[config.mk]
export PLATFORM = sky130hd
export DESIGN_NAME = usb_nrzi_tx
export DESIGN_NICKNAME = d
export VERILOG_FILES = /design/src/rtl/usb_tx_pkg.sv /design/src/rtl/usb_tx_arbiter.sv /design/src/rtl/usb_nrzi_tx.sv
export SDC_FILE = /design/constraint.sdc
export NUM_CORES = 1
export LEC_CHECK = 0
export CAP_MARGIN = 20
export CORE_MARGIN = 3
export CORE_UTILIZATION = 43
export CTS_CLUSTER_SIZE = 24
export DETAILED_ROUTE_END_ITERATION = 7
export PLACE_DENSITY = 0.69
export REMOVE_ABC_BUFFERS = 1
export SETUP_SLACK_MARGIN = 0.1
export SLEW_MARGIN = 20
export SYNTH_ARGS = -nofsm -noshare
export SYNTH_HDL_FRONTEND = slang
export SYNTH_HIERARCHICAL = 1
export SYNTH_SLANG_ARGS = --single-unit
[constraint.sdc]
create_clock -name useClk -period 2.4 [get_ports useClk]
set_input_delay 0.72 -clock useClk [delete_from_list [all_inputs] [get_ports useClk]]
set_output_delay 0.72 -clock useClk [all_outputs]
set_load 0.01 [all_outputs]
[src/rtl/usb_tx_pkg.sv]
// Shared types and line encodings for the USB NRZI transmit path.
// Line values are packed as {NRZI, NRZI_not}.
package usb_tx_pkg;

  typedef enum logic [2:0] {
    ST_IDLE    = 3'd0,
    ST_SYNC    = 3'd1,
    ST_DATA    = 3'd2,
    ST_STUFF   = 3'd3,
    ST_EOP_SE0 = 3'd4,
    ST_EOP_J   = 3'd5
  } state_t;

  localparam logic [7:0] SYNC_PATTERN = 8'h80;
  localparam logic [1:0] LINE_SE0     = 2'b00;

  // Low speed idles with D- high, full speed with D+ high.
  function automatic logic [1:0] line_j(input logic low_speed);
    return low_speed ? 2'b01 : 2'b10;
  endfunction

  function automatic logic [1:0] line_k(input logic low_speed);
    return ~line_j(low_speed);
  endfunction

endpackage

[src/rtl/usb_tx_arbiter.sv]
// Fixed-priority channel arbiter: lowest-index requester wins, and the
// grant is held from lock until free so a packet keeps its source.
module usb_tx_arbiter #(
  parameter int N_CH = 2,
  parameter int CH_W = 1
) (
  input  logic            clk,
  input  logic            rst,
  input  logic [N_CH-1:0] req,
  input  logic            lock,
  input  logic            free,
  output logic            any,
  output logic [CH_W-1:0] pick,
  output logic [CH_W-1:0] grant
);

  assign any = |req;

  always_comb begin
    pick = '0;
    for (int i = N_CH - 1; i >= 0; i--) begin
      if (req[i]) pick = CH_W'(i);
    end
  end

  always_ff @(posedge clk) begin
    if (rst) begin
      grant <= '0;
    end else if (lock) begin
      grant <= pick;
    end else if (free) begin
      grant <= '0;
    end
  end

endmodule

[src/rtl/usb_nrzi_tx.sv]
// USB low/full-speed transmit encoder: SYNC framing, LSB-first shifting,
// bit stuffing, NRZI and EOP, advancing one bit per checkData strobe.
//
// Handshake: a source holds src_valid/src_data/src_last; the byte is taken
// on the useClk edge where src_ready pulses (one cycle, granted channel only).
// There is no back-pressure: a missing byte at fetch time ends the packet.
module usb_nrzi_tx
  import usb_tx_pkg::*;
#(
  parameter  int N_CH         = 2,
  parameter  int LOW_SPEED    = 1,
  parameter  int STUFF_LEN    = 6,
  parameter  int EOP_SE0_BITS = 2,
  localparam int CH_W         = (N_CH > 1) ? $clog2(N_CH) : 1,
  localparam int CNT_W        = $clog2(STUFF_LEN + 1)
) (
  input  logic              useClk,
  input  logic              rst,
  input  logic              checkData,
  input  logic [N_CH-1:0]   src_valid,
  input  logic [8*N_CH-1:0] src_data,
  input  logic [N_CH-1:0]   src_last,
  output logic [N_CH-1:0]   src_ready,
  output logic              NRZI,
  output logic              NRZI_not,
  output logic              oe,
  output logic              busy,
  output logic [CH_W-1:0]   active_ch,
  output logic              underrun,
  output logic              pkt_done,
  output state_t            state
);

  localparam logic [1:0] LINE_J = line_j(LOW_SPEED != 0);
  localparam logic [1:0] LINE_K = line_k(LOW_SPEED != 0);

  state_t            state_q, state_d;
  logic [1:0]        line_q, line_d;
  logic              oe_q, oe_d, busy_q, busy_d;
  logic [2:0]        bit_q, bit_d;
  logic [7:0]        byte_q, byte_d;
  logic              last_q, last_d;
  logic              done_q, done_d;
  logic [CNT_W-1:0]  cnt_q, cnt_d, cnt_bit;
  logic [2:0]        se0_q, se0_d;
  logic [N_CH-1:0]   ready_q, ready_d;
  logic              underrun_q, underrun_d, pkt_done_q, pkt_done_d;
  logic              tx_bit, stuff_due, fetch, lock, free, any;
  logic [CH_W-1:0]   pick, grant;
  logic [7:0]        src_byte [N_CH];

  always_comb begin
    for (int c = 0; c < N_CH; c++) src_byte[c] = src_data[8*c +: 8];
  end

  usb_tx_arbiter #(.N_CH(N_CH), .CH_W(CH_W)) u_arbiter (
    .clk   (useClk),
    .rst   (rst),
    .req   (src_valid),
    .lock  (lock),
    .free  (free),
    .any   (any),
    .pick  (pick),
    .grant (grant)
  );

  always_comb begin
    state_d    = state_q;
    line_d     = line_q;
    oe_d       = oe_q;
    busy_d     = busy_q;
    bit_d      = bit_q;
    byte_d     = byte_q;
    last_d     = last_q;
    done_d     = done_q;
    cnt_d      = cnt_q;
    se0_d      = se0_q;
    ready_d    = '0;
    underrun_d = 1'b0;
    pkt_done_d = 1'b0;
    lock       = 1'b0;
    free       = 1'b0;
    fetch      = 1'b0;
    tx_bit     = (state_q == ST_SYNC) ? SYNC_PATTERN[bit_q] : byte_q[bit_q];
    cnt_bit    = tx_bit ? cnt_q + CNT_W'(1) : '0;
    stuff_due  = (cnt_bit == CNT_W'(STUFF_LEN));

    if (checkData) begin
      case (state_q)
        ST_IDLE: begin
          line_d = LINE_J;
          oe_d   = 1'b0;
          busy_d = 1'b0;
          bit_d  = '0;
          cnt_d  = '0;
          se0_d  = '0;
          done_d = 1'b0;
          if (any) begin
            // SYNC bit 0 is a 0, so the first bit time is always K.
            lock           = 1'b1;
            ready_d[pick]  = 1'b1;
            byte_d         = src_byte[pick];
            last_d         = src_last[pick];
            line_d         = LINE_K;
            oe_d           = 1'b1;
            busy_d         = 1'b1;
            bit_d          = 3'd1;
            state_d        = ST_SYNC;
          end else begin
            free = 1'b1;
          end
        end
        ST_SYNC, ST_DATA: begin
          line_d = tx_bit ? line_q : ~line_q;
          cnt_d  = cnt_bit;
          bit_d  = bit_q + 3'd1;
          if (stuff_due) begin
            // A stuff after bit 7 defers the byte fetch to the stuff tick.
            state_d = ST_STUFF;
            done_d  = (bit_q == 3'd7) && (state_q == ST_DATA);
          end else if (bit_q == 3'd7) begin
            state_d = ST_DATA;
            fetch   = (state_q == ST_DATA);
          end
        end
        ST_STUFF: begin
          line_d = ~line_q;
          cnt_d  = '0;
          if (done_q) begin
            done_d = 1'b0;
            fetch  = 1'b1;
          end else begin
            state_d = ST_DATA;
          end
        end
        ST_EOP_SE0: begin
          line_d = LINE_SE0;
          if (se0_q == 3'(EOP_SE0_BITS - 1)) begin
            se0_d   = '0;
            state_d = ST_EOP_J;
          end else begin
            se0_d = se0_q + 3'd1;
          end
        end
        ST_EOP_J: begin
          line_d     = LINE_J;
          pkt_done_d = 1'b1;
          state_d    = ST_IDLE;
        end
        default: state_d = ST_IDLE;
      endcase

      if (fetch) begin
        if (last_q) begin
          state_d = ST_EOP_SE0;
        end else if (src_valid[grant]) begin
          ready_d[grant] = 1'b1;
          byte_d         = src_byte[grant];
          last_d         = src_last[grant];
          state_d        = ST_DATA;
        end else begin
          underrun_d = 1'b1;
          last_d     = 1'b1;
          state_d    = ST_EOP_SE0;
        end
      end
    end
  end

  always_ff @(posedge useClk) begin
    if (rst) begin
      state_q    <= ST_IDLE;
      line_q     <= LINE_J;
      oe_q       <= 1'b0;
      busy_q     <= 1'b0;
      bit_q      <= '0;
      byte_q     <= '0;
      last_q     <= 1'b0;
      done_q     <= 1'b0;
      cnt_q      <= '0;
      se0_q      <= '0;
      ready_q    <= '0;
      underrun_q <= 1'b0;
      pkt_done_q <= 1'b0;
    end else begin
      state_q    <= state_d;
      line_q     <= line_d;
      oe_q       <= oe_d;
      busy_q     <= busy_d;
      bit_q      <= bit_d;
      byte_q     <= byte_d;
      last_q     <= last_d;
      done_q     <= done_d;
      cnt_q      <= cnt_d;
      se0_q      <= se0_d;
      ready_q    <= ready_d;
      underrun_q <= underrun_d;
      pkt_done_q <= pkt_done_d;
    end
  end

  assign NRZI      = line_q[1];
  assign NRZI_not  = line_q[0];
  assign oe        = oe_q;
  assign busy      = busy_q;
  assign active_ch = grant;
  assign src_ready = ready_q;
  assign underrun  = underrun_q;
  assign pkt_done  = pkt_done_q;
  assign state     = state_q;

endmodule

==> metrics.txt, run 1 <==
actual slew at the worst max-slew pin between 400 and 500 ps; CTS tree built; TritonRoute pass-1 iters 4; Nets between 300 and 400; chip height 75.7 um; Layout Skew about 6 ps; Slew Limit Headroom 69.2%; Vias between 2,000 and 2,500; max frequency ~450 MHz; Initial DRC Count 130; worst path cell trace clkdlybuf4s50_1; TritonCTS sink count 31; CTS Buf Count 5; Crit Path Class reg2out; Register Area 626 um^2; Leak 0.00101 uW; FP Rows 24; hold_buf cts 0; share of flip-flops with an asynchronous set or reset 0%; Final Hold Fails 0; Yosys reg bits 31; most common cell after layout, fill and taps aside clkdlybuf4s50_1; Final Cell Area 2720 um^2; largest net degree at the start of global routing 22; Post-route DRC 0; worst hold path type reg2reg; status completed; Startpoint Class flip-flop; Cell Area, Placed around 2600 um^2; sequential element share of the synthesized area ~30%; die area 5740 um^2; CTS root buffer clkbuf_8; most frequent cells in the layout clkdlybuf4s50_1, nand2_1, dfxtp_1; footprint of the multi-input gates around 1400 um^2; EDFF count, synth 0; Die X about 76 um; Inst Count DP 355; final setup vio count 0; Slew Viols, Final 0; Total Routing Usage GR a little under a fifth; final wirelength 5000 um; MaxCap Viol Count 0; crit path from state[0]; Pwr Density ~530 nW/um^2; Peak VDD IR ~270 uV; CORE AREA roughly 4500 um^2; number of antenna violations at the first check in global routing 0; Top Ports 35; largest stage delay on the critical path between 600 and 700 ps; Overflow after GRT 0; YS warnings 6; area of the mapped netlist 2090 um^2; first-pass GRT wire length 8490 um; required time worst endpoint 1680 ps; Crit path arrival time ~1500 ps; Detail Route Antenna Nets 0; reg2reg start bit_q[0]; ANT cells 0; Netlist cell types 56; CP bufs+invs 1; Initial Util a little under half; hold wc startpoint cnt_q[1]; fill count 399; final period utilization between 90 and 100%; final cell count without fillers 363; Area Overhead vs Synth 30.2%; Synth Flop Type dfxtp_1; RSZ-0062 raised after global routing false; clk buf depth 2; Final GP Congestion about 0.9; Syn Area/Cell ~8.3 um^2; CP max stage cell clkdlybuf4s50_1; H-tree depth 2; vias in the first global route about 1,800; vias per cell between 5 and 6; crit-path max FO 12; hpwl dp 3790 um; critical path capture point type output pin; clock-pin slew on the worst setup and hold paths 70 ps; fraction of layout cells with a size suffix above 1 approximately 18%; IO buf count 34; Final Critical Period 2200 ps; average wire per standard cell roughly 14 um; Mapped Cells about 250; Worst-Skew Late Latency between 200 and 300 ps; top cell family by delay on the critical path buffers and inverters
==> worst paths after layout <==
path               endpoint  slack (ps)  cells after the start
setup / recovery   state[0]         200                      1
hold / removal     cnt_q[1]         450                      2
setup reg to reg  byte_q[4]         210                      7
hold reg to reg    cnt_q[1]         450                      2
==> metal layers <==
metal / wire length, um / up-vias / track usage [%] / part of all wire (%)
li1: - / 1028 / - / -
met1: 2450 / 930 / 26.3 / 49
met2: 2320 / 38 / 30.3 / 47
met3: 148 / 8 / 3.56 / 3.0
met4: 70 / 0 / 4.85 / 1.4
met5: 0 / - / 0 / 0
==> state kept, by name (all words and copies together), names as in the netlist, named ones only <==
| name | count |
|---|---|
| cnt_q | 3 |
| done_q | 1 |
| last_q | 1 |
| byte_q | 8 |
| busy | 1 |
| bit_q | 3 |
| line_q | 2 |
| se0_q | 3 |
| pkt_done | 1 |
| u_arbiter/grant | 1 |
| state | 3 |
| underrun | 1 |
| src_ready | 2 |
==> power by group <==
part | internal (uW) | switching [uW] | total (uW)
combinational | 228 | 211 | 440
clock | 225 | 190 | 415
sequential | 550 | 46.7 | 596
==> per-stage QoR <==
stage	hold slack [ps]	setup TNS [ps]	power [uW]	util, %	worst slack [ps]
2_1_floorplan	430	-107	850	-	-107
3_5_place_dp	451	-672	1040	57.6	-114
6_report	454	0	1450	60.0	201
3_3_place_gp	446	-404	1030	57.6	-68.8
5_1_grt	503	0	1540	60.0	122
4_1_cts	460	0	1460	59.5	110
==> cell families (layout without fill, tap and decap cells) <==
group / after synthesis / after routing / synth area share [%]
muxes: 24 / 24 / 13.4
adders and majority gates: 3 / 3 / 1.80
buffers and inverters: 22 / 69 / 4.25
DFF: 31 / 31 / 29.7
AOI/OAI and AO/OA: 72 / 72 / 25.3
xor gates and xnor gates: 2 / 2 / 0.838
and+or+nand+nor: 97 / 97 / 24.7
==> what timing repair did <==
| action | CTS | global route |
|---|---|---|
| gates resized for setup | 1 | 5 |
| endpoints found under the setup margin | 7 | 8 |
| pin swaps | 0 | 1 |
| setup buffers | 0 | 1 |
==> cell type report <==
type                            count  area share (%)
Timing Repair Buffer               58            19.1
Inverter                            4           0.551
Sequential cell                    31            23.0
Multi-Input combinational cell    198            51.1
Clock inverter                      1           0.184
Clock buffer                        6            3.03
Tap cell                           65            2.99
==> worst min-delay path, stage by stage, from the launching register on <==
cell	delay, ps
dfxtp_1	310
nand2_1	50
a21oi_1	50
==> cell usage after synthesis, drive strengths merged (4+ instances only) <==
library cell / n / share of area (%)
inv: 4 / 0.72
a21oi: 14 / 3.5
nor3: 5 / 1.2
o21bai: 7 / 2.5
o21ai: 7 / 1.7
clkbuf: 15 / 2.7
mux2i: 13 / 6.2
a31oi: 9 / 2.7
nand2b: 7 / 2.1
nand2: 31 / 5.6
o211ai: 9 / 3.2
nor2b: 9 / 2.7
nor2: 21 / 3.8
dfxtp: 31 / 30
mux2: 9 / 5.0
Power figures use the tool's default switching activity.
==> inputs of run 2 (changes only) <==
--- a/config.mk
+++ b/config.mk
@@ -10,11 +10,10 @@
 export CORE_UTILIZATION = 43
 export CTS_CLUSTER_SIZE = 24
 export DETAILED_ROUTE_END_ITERATION = 7
-export PLACE_DENSITY = 0.69
+export PLACE_DENSITY = 0.7
 export REMOVE_ABC_BUFFERS = 1
 export SETUP_SLACK_MARGIN = 0.1
 export SLEW_MARGIN = 20
 export SYNTH_ARGS = -nofsm -noshare
 export SYNTH_HDL_FRONTEND = slang
-export SYNTH_HIERARCHICAL = 1
 export SYNTH_SLANG_ARGS = --single-unit
==> run 2 against run 1 <==
Critical path depth up 7. Synthesized cell count shrank 7.2%. Hold slack gained 4.1 ps. Sequential cell count did not move. Register-to-register slack lost 20 ps. Die area shrank 5.1%. Routed wire length shrank 0.82%. Global-route usage is 0.13 points lower. Via count down 5.6%. Fmax down 1.4%. Clock skew is 0.80 ps lower. Total power down 13%. Largest power group unchanged. Highest routed layer unchanged.
==> metrics.txt, run 2 <==
RSZ-0062 raised after global routing false; hold_ws around 460 ps; Final Cell Area around 2600 um^2; first-pass GRT wire length 8000 um; Mapped Cells about 230; setup_tns 0 ps; status completed; hpwl dp between 3000 and 4000 um; final setup vio count 0; Overflow after GRT 0; Synth top area share a little under a third; YS warnings 0; IO buf count 34; crit-path max FO 8; Top Ports 35; Detail Route Antenna Nets 0; Layout Skew ~5.2 ps; hold_buf cts 0; number of antenna violations at the first check in global routing 0; Synth Flop Type dfxtp_1; chip height between 70 and 80 um; Vias around 1,900; total power 1270 uW; TritonCTS sink count 31; most frequent cells in the layout clkdlybuf4s50_1, dfxtp_1, nand2_1; Total Routing Usage GR 18.8%; Slew Viols, Final 0; Cell Area, Placed between 2000 and 2500 um^2; Final Critical Period roughly 2200 ps; CTS Buf Count 5; Post-synth top cells dfxtp_1, nand2_1, a21oi_1, nor2_1, mux2i_1; final period utilization 93.0%; critical path capture point type flip-flop; Worst-Skew Late Latency around 280 ps; area of the mapped netlist about 2000 um^2; H-tree depth 2; Yosys reg bits 31; Final Hold Fails 0; vias in the first global route 1,769; average wire per standard cell 15.1 um; max reg flops 8; Crit path arrival time 2400 ps; most common cell after layout, fill and taps aside clkdlybuf4s50_1; die area 5440 um^2; r2r setup slk roughly 190 ps; Initial DRC Count 70; final wirelength approximately 5000 um; Syn Area/Cell about 8.5 um^2; EDFF count, synth 0; sequential element share of the synthesized area 31.4%; Final GP Congestion about 0.81; FP Rows 24; Slew Limit Headroom 68.3%; fill count approximately 410; Crit Path Class in2reg; CTS root buffer clkbuf_8; Peak VDD IR around 280 uV; Area Overhead vs Synth 29.5%; required time worst endpoint between 2000 and 3000 ps; Inst Count DP between 300 and 400; Netlist cell types 55; share of flip-flops with an asynchronous set or reset 0%; most frequent cell after synthesis dfxtp_1; largest net degree at the start of global routing 28; actual slew at the worst max-slew pin around 470 ps; vias per cell around 5.8; MaxCap Viol Count 0; fraction of layout cells with a size suffix above 1 roughly an eighth; CORE AREA between 4000 and 5000 um^2; ANT cells 0; Post-route DRC 0; dominant cells by area after synthesis dfxtp_1, mux2i_1, nand2_1, a21oi_1, o211ai_1; Initial Util between 40% and 50%; TritonRoute pass-1 iters 4; max frequency 448 MHz; Leak slightly above 0.0009 uW; clk buf depth 2; Post-CTS Repair Setup Buffers 0; Startpoint Class primary input; CTS tree built; Nets between 300 and 400; Die X between 70 and 80 um; worst hold path type reg2reg; largest reg by FF count byte_q; clock-pin slew on the worst setup and hold paths 60 ps; final cell count without fillers between 300 and 400; area leader, netlist dfxtp_1; Pwr Density around 500 nW/um^2
run 2: worst paths after layout:
| path | startpoint | end | depth (start not counted) |
|---|---|---|---|
| max reg2reg | bit_q[0] | byte_q[3] | 7 |
| max | src_valid[1] | byte_q[3] | 8 |
| min reg2reg | cnt_q[1] | cnt_q[1] | 2 |
| min | cnt_q[1] | cnt_q[1] | 2 |
run 2: logic make-up after synthesis:
logic type / Yosys count / synth area share [%]
simple gates: 81 / 20.2
fa+ha+maj: 3 / 1.90
buf+inv: 22 / 6.08
compound gates: 77 / 28.8
flops: 31 / 31.4
mux: 16 / 10.2
xor+xnor: 3 / 1.33
run 2: layout make-up:
class / instances / area, um^2 / share of cell area, %
Multi-Input combinational cell: 180 / 1240 / 48.5
Sequential cell: 31 / 621 / 24.3
Timing Repair Buffer: 54 / 536 / 20.9
Clock buffer: 7 / 76.3 / 2.99
Tap cell: 52 / 65.1 / 2.55
Inverter: 4 / 15.0 / 0.587
Clock inverter: 1 / 5.00 / 0.196
run 2: worst max-delay path, stage by stage:
cell	delay [ps]
clkdlybuf4s50_1	470
mux2i_1	90
or2_4	260
a311oi_4	400
clkbuf_16	230
nand2_1	60
o211ai_1	90
a21oi_1	80
run 2: report_power, final:
group          total, uW  internal, uW  leakage (uW)  switching, uW
sequential           562           538      0.000252           24.5
combinational        310           156      0.000626            154
clock                394           203     0.0000422            191
total               1270           897      0.000921            369
run 2: repair_timing:
item,in CTS,in global routing
setup endpoints to repair,0,8
hold endpoints to repair,0,0
resized for setup,0,3
run 2: metal layers:
layer / wire, um / GRT usage [%] / share of wire, % / vias to the layer above
li1: - / - / - / 955
met1: 2280 / 23.8 / 46 / 877
met2: 2400 / 31.6 / 48 / 56
met3: 232 / 4.24 / 4.7 / 4
met4: 47 / 5.84 / 0.95 / 0
met5: 0 / 0 / 0 / -
run 2: stage by stage:
stage | setup WS [ps] | util, %
finish | 169 | 58.3
global route | 104 | 58.3
CTS | 135 | 57.6
detailed placement | -157 | 55.7
global placement | -155 | 55.7
floorplan | 213 | -
